`src/rtl/game_sequencer.sv`:
```
// Game sequencer: physics tick generation, platform scan / landing detection,
// score keeping and the IDLE/RUN/OVER game flow.
module game_sequencer #(
  parameter int SCREEN_HEIGHT = 700,
  parameter int BLOCK_WIDTH   = 40,
  parameter int BLOCK_HEIGHT  = 5,
  parameter int DOODLE_WIDTH  = 20,
  parameter int NUM_BLOCKS    = 8,
  parameter int TICK_DIV      = 16,
  parameter int SCROLL_LINE   = 400
) (
  input  logic                          clk,
  input  logic                          reset,
  input  logic                          start,
  input  logic [31:0]                   doodleX,
  input  logic [31:0]                   doodleY,
  input  logic                          falling,
  output logic [$clog2(NUM_BLOCKS)-1:0] blockIdx,
  input  logic [31:0]                   blockX,
  input  logic [31:0]                   blockY,
  output logic                          physicsUpdate,
  output logic                          hasCollide,
  output logic                          doodleReset,
  output logic                          scrollEn,
  output logic [15:0]                   score,
  output logic                          gameOver
);

  localparam int CNT_W = $clog2(TICK_DIV);
  localparam int IDX_W = $clog2(NUM_BLOCKS);

  if (TICK_DIV < NUM_BLOCKS + 2 || SCROLL_LINE >= SCREEN_HEIGHT ||
      (NUM_BLOCKS & (NUM_BLOCKS - 1)) != 0) begin : g_param_check
    $error("game_sequencer: inconsistent parameters");
  end

  typedef enum logic [1:0] {IDLE, RUN, OVER} state_t;

  state_t             state, state_nxt;
  logic [CNT_W-1:0]   tick_cnt, tick_nxt;
  logic               acc, acc_nxt;
  logic               collide_q, collide_nxt;
  logic [15:0]        score_q, score_nxt;

  logic               tick_zero;
  logic               in_scan;
  logic               scan_end;
  logic               match;
  logic               scan_hit;

  assign tick_zero = (tick_cnt == '0);
  assign in_scan   = !tick_zero && (tick_cnt <= CNT_W'(NUM_BLOCKS));
  assign scan_end  = (tick_cnt == CNT_W'(NUM_BLOCKS));

  // Landing test: doodle bottom rests exactly on the platform top and the
  // horizontal extents overlap (open intervals, 32-bit unsigned arithmetic).
  assign match = falling
              && (doodleY == blockY + 32'(BLOCK_HEIGHT))
              && (doodleX + 32'(DOODLE_WIDTH) > blockX)
              && (doodleX < blockX + 32'(BLOCK_WIDTH));

  assign scan_hit = acc | match;

  always_ff @(posedge clk or posedge reset) begin
    if (reset) begin
      state     <= IDLE;
      tick_cnt  <= '0;
      acc       <= 1'b0;
      collide_q <= 1'b0;
      score_q   <= '0;
    end else begin
      state     <= state_nxt;
      tick_cnt  <= tick_nxt;
      acc       <= acc_nxt;
      collide_q <= collide_nxt;
      score_q   <= score_nxt;
    end
  end

  always_comb begin
    state_nxt   = state;
    tick_nxt    = '0;
    acc_nxt     = acc;
    collide_nxt = collide_q;
    score_nxt   = score_q;

    unique case (state)
      IDLE: begin
        collide_nxt = 1'b0;
        if (start) begin
          state_nxt = RUN;
          score_nxt = '0;
          acc_nxt   = 1'b0;
        end
      end

      RUN: begin
        tick_nxt = (tick_cnt == CNT_W'(TICK_DIV - 1)) ? '0 : tick_cnt + CNT_W'(1);
        if (tick_zero) begin
          acc_nxt     = 1'b0;
          collide_nxt = 1'b0;
        end else if (in_scan) begin
          acc_nxt = scan_hit;
        end
        // The last table entry is still being presented on this edge, so
        // the verdict folds in the live match rather than the accumulator alone.
        if (scan_end) begin
          collide_nxt = scan_hit;
          if (scan_hit) begin
            if (score_q != 16'hFFFF) score_nxt = score_q + 16'd1;
          end else if (falling && doodleY == '0) begin
            state_nxt = OVER;
            tick_nxt  = '0;
          end
        end
      end

      OVER: begin
        collide_nxt = 1'b0;
        if (start) state_nxt = IDLE;
      end

      default: begin
        state_nxt = IDLE;
      end
    endcase
  end

  assign physicsUpdate = (state == RUN) && tick_zero;
  assign scrollEn      = physicsUpdate && (doodleY > 32'(SCROLL_LINE));
  assign blockIdx      = in_scan ? IDX_W'(tick_cnt - CNT_W'(1)) : '0;
  assign hasCollide    = collide_q;
  assign score         = score_q;
  assign doodleReset   = (state == IDLE);
  assign gameOver      = (state == OVER);

endmodule
```
`config.mk`:
```
export PLATFORM = sky130hd
export DESIGN_NAME = game_sequencer
export DESIGN_NICKNAME = d
export VERILOG_FILES = /design/src/rtl/game_sequencer.sv
export SDC_FILE = /design/constraint.sdc
export NUM_CORES = 1
export LEC_CHECK = 0
export ABC_AREA = 1
export CORE_MARGIN = 2
export CORE_UTILIZATION = 45
export CTS_BUF_LIST = sky130_fd_sc_hd__clkbuf_8
export CTS_CLUSTER_DIAMETER = 200
export CTS_CLUSTER_SIZE = 28
export DETAILED_ROUTE_END_ITERATION = 7
export GPL_ROUTABILITY_DRIVEN = 0
export PLACE_DENSITY_LB_ADDON = 0.25
export RECOVER_POWER = 25
export SLEW_MARGIN = 20
export SYNTH_ARGS = -nofsm -noshare
export SYNTH_HDL_FRONTEND = slang
export SYNTH_SLANG_ARGS = --single-unit
```
`constraint.sdc`:
```
create_clock -name clk -period 2.45 [get_ports clk]
set_clock_uncertainty 0.2 [all_clocks]
set_input_delay 0.245 -clock clk [delete_from_list [all_inputs] [get_ports clk]]
set_output_delay 0.245 -clock clk [all_outputs]
set_load 0.05 [all_outputs]
```
# Word-level counts from Yosys, hierarchy flattened
# Index checks and enable logic that the tools add are counted.
[totals] ff_bits=24 out_inout_bits=24 elab_cells=73
[classes] n_addsub=6 order_cmp=4 n_eq_ne=15 n_mux=24 bitwise=1 reduce_logical=18
[ops] op="two-way mux 16 bit" n=4
[ops] op="adder 32 x 3 -> 32 bit (second input constant)" n=1
[ops] op="adder 32 x 5 -> 32 bit (second input constant)" n=1
[ops] op="adder 32 x 6 -> 32 bit (second input constant)" n=1
[ops] op="equality test 32 bit" n=1
[ops] op="> comparator 32 bit" n=1
[ops] op="> comparator 32 x 9 -> 1 bit (second input constant)" n=1
[ops] op="logical NOT 32 bit" n=1
[ops] op="< comparator 32 bit" n=1
[ops] op="one-hot mux 16 bit (2 select lines)" n=1
[ops] op="two-way mux 4 bit" n=5
[ops] op="adder 16 x 1 -> 16 bit (second input constant)" n=1
[ops] op="!= test 16 bit (second input constant)" n=1
[ops] op="!= test 2 bit (second input constant)" n=7
[ops] op="two-way mux 2 bit" n=5
[ops] op="AND reduction 5 bit" n=2
[ops] op="equality test 4 bit (second input constant)" n=2
[ops] op="logical AND 1 bit" n=7
[ops] op="!= test 3 bit (second input constant)" n=2
[ops] op="one-hot mux 2 bit (3 select lines)" n=1
[ops] op="two-way mux 1 bit" n=5
[ops] op="adder 4 x 1 -> 4 bit (second input constant)" n=1
[ops] op="less-or-equal comparator 4 bit (second input constant)" n=1
[ops] op="logical NOT 4 bit" n=1
[ops] op="12 further kinds" n=14

# Longest topological paths before layout
[depth] depth_word=9 depth_mapped=33 ltp_nobuf=33

# Least setup slack after synthesis
# OpenSTA, ideal clock, no wires.
[synth_path] kind="input to register" startpoint="in blockX[3]" endpoint="reg score_q[6], in the netlist score[6]" setup_ns=0.120 t_arrival_ns=3.552 required_time_ns=2.130 slack_ns=-1.422 path_stages=30 cell_sequence="ha_1 nor2_1 nor2_1 nand3_1 nor2_1 nand2_1 nor3_4 nand4_2 nor3_4 nand4_1 nor3_1 xor2_1 ha_1 nand2_1 inv_1 nor2_1 nand2_1 nor2_1 nand2_1 nor2_1 nand3_1 nor2_1 nand3_1 nor3_2 nand4_2 nand3_4 nand3_4 buf_6 nand2_1 nand2_1"
[synth_between] elab_chain_len=6 word_cells_on_any_way=8 cone_classes="add/sub (1); order compare (2); eq/ne (1); bitwise (1); reduce/logical (3)"
[synth_rtl] element="from (decl)" line="19" text="input logic [31:0] blockX,"
[synth_rtl] element="adder 32 x 6 -> 32 bit or > comparator 32 bit (tied branches)" line="60, 59"
[synth_rtl] element="< comparator 32 bit or logical AND 1 bit (tied branches)" line="60, 59"
[synth_rtl] element="logical AND 1 bit (*)" line="60" text="&& (doodleX < blockX + 32'(BLOCK_WIDTH));"
[synth_rtl] element="OR 1 bit (*)" line="62" text="assign scan_hit = acc | match;"
[synth_rtl] element="!= test 2 bit (no source line) (*)"
[synth_rtl] element="AND reduction 5 bit (no source line) (*)"
[synth_rtl] element="to (signal assigned)" line="76" text="score_q <= score_nxt;"
[synth_rtl] element="to (decl)" line="43" text="logic [15:0] score_q, score_nxt;"
# Mark *: on every way between the ends. The rest lies on a longest branch, timed or not.
# A chain may end at the register's enable or synchronous reset.

# Worst setup path in the final report
[layout_path] startpoint="in blockX[8]" endpoint="reg score_q[11], in the netlist score[11]"
# The elaborated chain is that of the path after synthesis.

==> flow_metrics.tcl <==
set metrics [dict create \
    run_status "finished with violations" \
    failed_checks "setup timing" \
    ff2ff_path_depth 12 \
    num_rows 41 \
    grt_usage_pct 28.4 \
    port_buffers 155 \
    r2r-start "score[0]" \
    die_w_um 118 \
    post_drt_wl_per_cell_um 13.8 \
    worstReg2RegEnd "score[15]" \
    crit_path_end_kind "flip-flop" \
    hold_viol 0 \
    synth_top_cell_by_area "nand2_1" \
    vias_per_cell 5.16 \
    min_path_cells 1 \
    cp_slowest_cell "clkdlybuf4s50_1" \
    path_class "primary input to flip-flop" \
    cts_max_level 1 \
    slowest_delay_ns 0.52 \
    grt_first_pass_wirelength_mm 33.8 \
    setup_violations 24 \
    wirelength_mm 21.6 \
    worst_ir_drop_vdd_mv 0.316 \
    timing.fmax_mhz 245 \
    synth_top_area_share_pct 18.0 \
    drive_gt1_share_pct 24.6 \
    r2r_setup_slack_ns 0.18 \
    syn_area_um2 5870 \
    synth_warnings 0 \
    rsz0062_at_grt "true" \
    firstDrtPassIters 5 \
    cts_made_buffers 3 \
    pin_count 156 \
    clk_latency_ns 0.27 \
    start_util_pct 46.3 \
    syn_inst 998 \
    worstHoldStart "tick_cnt[0]" \
    die_h_um 118 \
    cp_max_fo 8 \
    root_buffer "clkbuf_8" \
    design.core.area_um2 12700 \
    synth_seq_area_share_pct 10.2 \
    grt_max_degree 25 \
    grt_pass1_vias 7541 \
    hold_path.class "flip-flop to flip-flop" \
    ant_nets 0 \
    pre_cts_ws_ns -2.34 \
    die_area_um2 14000 \
    drt-initial-drc-count 561 \
    avgSynthCellArea_um2 5.88 \
    syn-num-nets 1198 \
    slew_headroom_pct 16.0 \
    synthTopCellsByArea "nand2_1 (18%), ha_1 (15%), dfrtp_1 (10%)" \
    p_leak_uw 0.00507 \
    drc 0 \
    holdWs_ns 0.337 \
    antenna_cells_inserted 0 \
    fin_crit_sh_pct 166 \
    min_to "tick_cnt[0]" \
    drv_slew 0 \
    p_per_area_nw_per_um2 285 \
    timing.final.ws_setup_ns -1.62 \
    place_hpwl_mm 16.7 \
    numClockSinks 24 \
    cts_tree "yes" \
    crit_family "buffers and inverters" \
    nets 1595 \
    synthDistinctLibCells 43 \
    tightestPinTransition_ns 1.26 \
    min_period_ns 4.07 \
    hold_buffers 0 \
    cp_num_buf_inv 12 \
    start_kind "primary input" \
    ctsLongestPathBuffers 2 \
    vias 8069 \
    antenna_found_initial 0 \
    clk_pin_slew_worst_paths_ns 0.08 \
    flow.area_growth_from_synthesis_pct 66.5 \
    crit_arrival_ns 4.04 \
    grt_overflow 0 \
    required_ns 2.42 \
    max-cap-violations 0 \
    ys_seq_elements 24 \
    crit_top_cell "buf_4" \
]
[timing repair]
action                                  CTS  global route
setup buffers                            26             8
resized for setup                        74            33
cloned                                    2             0
endpoints found under the setup margin   25            25
pin swaps                                30            30
[how the worst max path moves through the flow]
stage,start,to,slack (ns),cells after the start
4_1_cts,doodleX[3],score[8],-1.50,32
6_report,blockX[8],score[11],-1.62,25
3_3_place_gp,doodleX[2],score[11],-2.23,32
2_1_floorplan,blockX[3],score[6],-1.34,30
3_5_place_dp,doodleX[2],score[8],-2.34,32
5_1_grt,doodleX[4],score[15],-1.93,32
[worst register-to-register path, stage by stage, from the launching register on]
cell and delay (ns):
dfrtp_1 0.44, nand3_1 0.12, nor2_1 0.20, nand2_1 0.07, nor2_1 0.15, nand3_1 0.14, nor2_1 0.19, nand3_1 0.11
nor3_1 0.13, o21ai_0 0.09, a31oi_1 0.17, nand4_1 0.11, nand2_1 0.09
[layout make-up]
cell class	instances	area [µm²]
fill	938	2900
inverter	161	606
multi-input combinational	807	4910
timing repair buffer	398	3400
sequential	24	601
clock buffer	3	41.3
tap	172	215
[synthesized netlist by cell type (all sizes together)]
| cell | instances |
|---|---|
| nand3 | 73 |
| inv | 160 |
| nor3 | 24 |
| nand4 | 38 |
| o21ai | 25 |
| or4 | 1 |
| a22o | 1 |
| a21o | 1 |
| clkinv | 1 |
| a31o | 1 |
| o211ai | 2 |
| nor4 | 15 |
| ha | 68 |
| o21bai | 4 |
| a31oi | 3 |
| nand3b | 4 |
| buf | 3 |
| nand2 | 288 |
| o21ba | 1 |
| dfrtp | 24 |
| o21a | 2 |
| a211oi | 1 |
| a21oi | 37 |
| nor2 | 136 |
| clkbuf | 4 |
| or3 | 2 |
| xor2 | 50 |
| o22ai | 3 |
| xnor2 | 26 |
[routing by layer]
layer,track usage [%],routed length (µm)
met2,50.9,10600
met4,5.80,503
met5,0,0
met1,36.7,9010
met3,3.23,1510
[logic make-up after synthesis]
family                     share of synthesized area, %
buffers and inverters                              11.0
adders and majority gates                          14.5
xor gates and xnor gates                           11.3
and+or+nand+nor                                    45.1
DFF                                                10.2
AOI/OAI and AO/OA                                  7.74
[report_power, final]
group          leakage [µW]  switching, µW  internal (µW)  total [µW]
registers          0.000322           57.7            447         505
logic               0.00473           1120            929        2050
clock network     0.0000216            122            110         232
[registers in the layout (all words and copies together) (netlist names)]
signal	flops
state	2
acc	1
hasCollide	1
score	16
tick_cnt	4
[cells in the final DEF (no fill, tap or decap), types with 4 or more instances in the layout]
master / n
nand2_1: 275
buf_4: 240
inv_1: 155
clkdlybuf4s50_1: 124
nor2_1: 110
ha_1: 66
nand3_1: 63
xor2_1: 50
a21oi_1: 37
nand4_1: 34
xnor2_1: 26
dfrtp_1: 24
o21ai_0: 18
nor2_2: 15
nor3_1: 15
dlygate4sd2_1: 14
nand2_2: 13
nor2_4: 11
nor4_1: 8
nand3_2: 6
inv_2: 5
nand3_4: 5
o21ai_1: 5
nor3_2: 5
buf_6: 5
o21bai_1: 4
nand4_2: 4
nor4_2: 4
nor3_4: 4
[stage by stage]
step	instances	total power (µW)	instance area, µm²	util, %	TNS (ns)
6_report	1565	2780	9770	77.1	-37.99
5_1_grt	1565	2980	9770	77.1	-45.37
4_1_cts	1557	2730	9590	75.7	-34.93
3_5_place_dp	1526	2470	9220	72.8	-55.18
3_3_place_gp	1526	2430	9220	72.8	-52.85
2_1_floorplan	998	1510	5910	-	-29.85
Note: power is estimated with default switching activity, not from simulation.
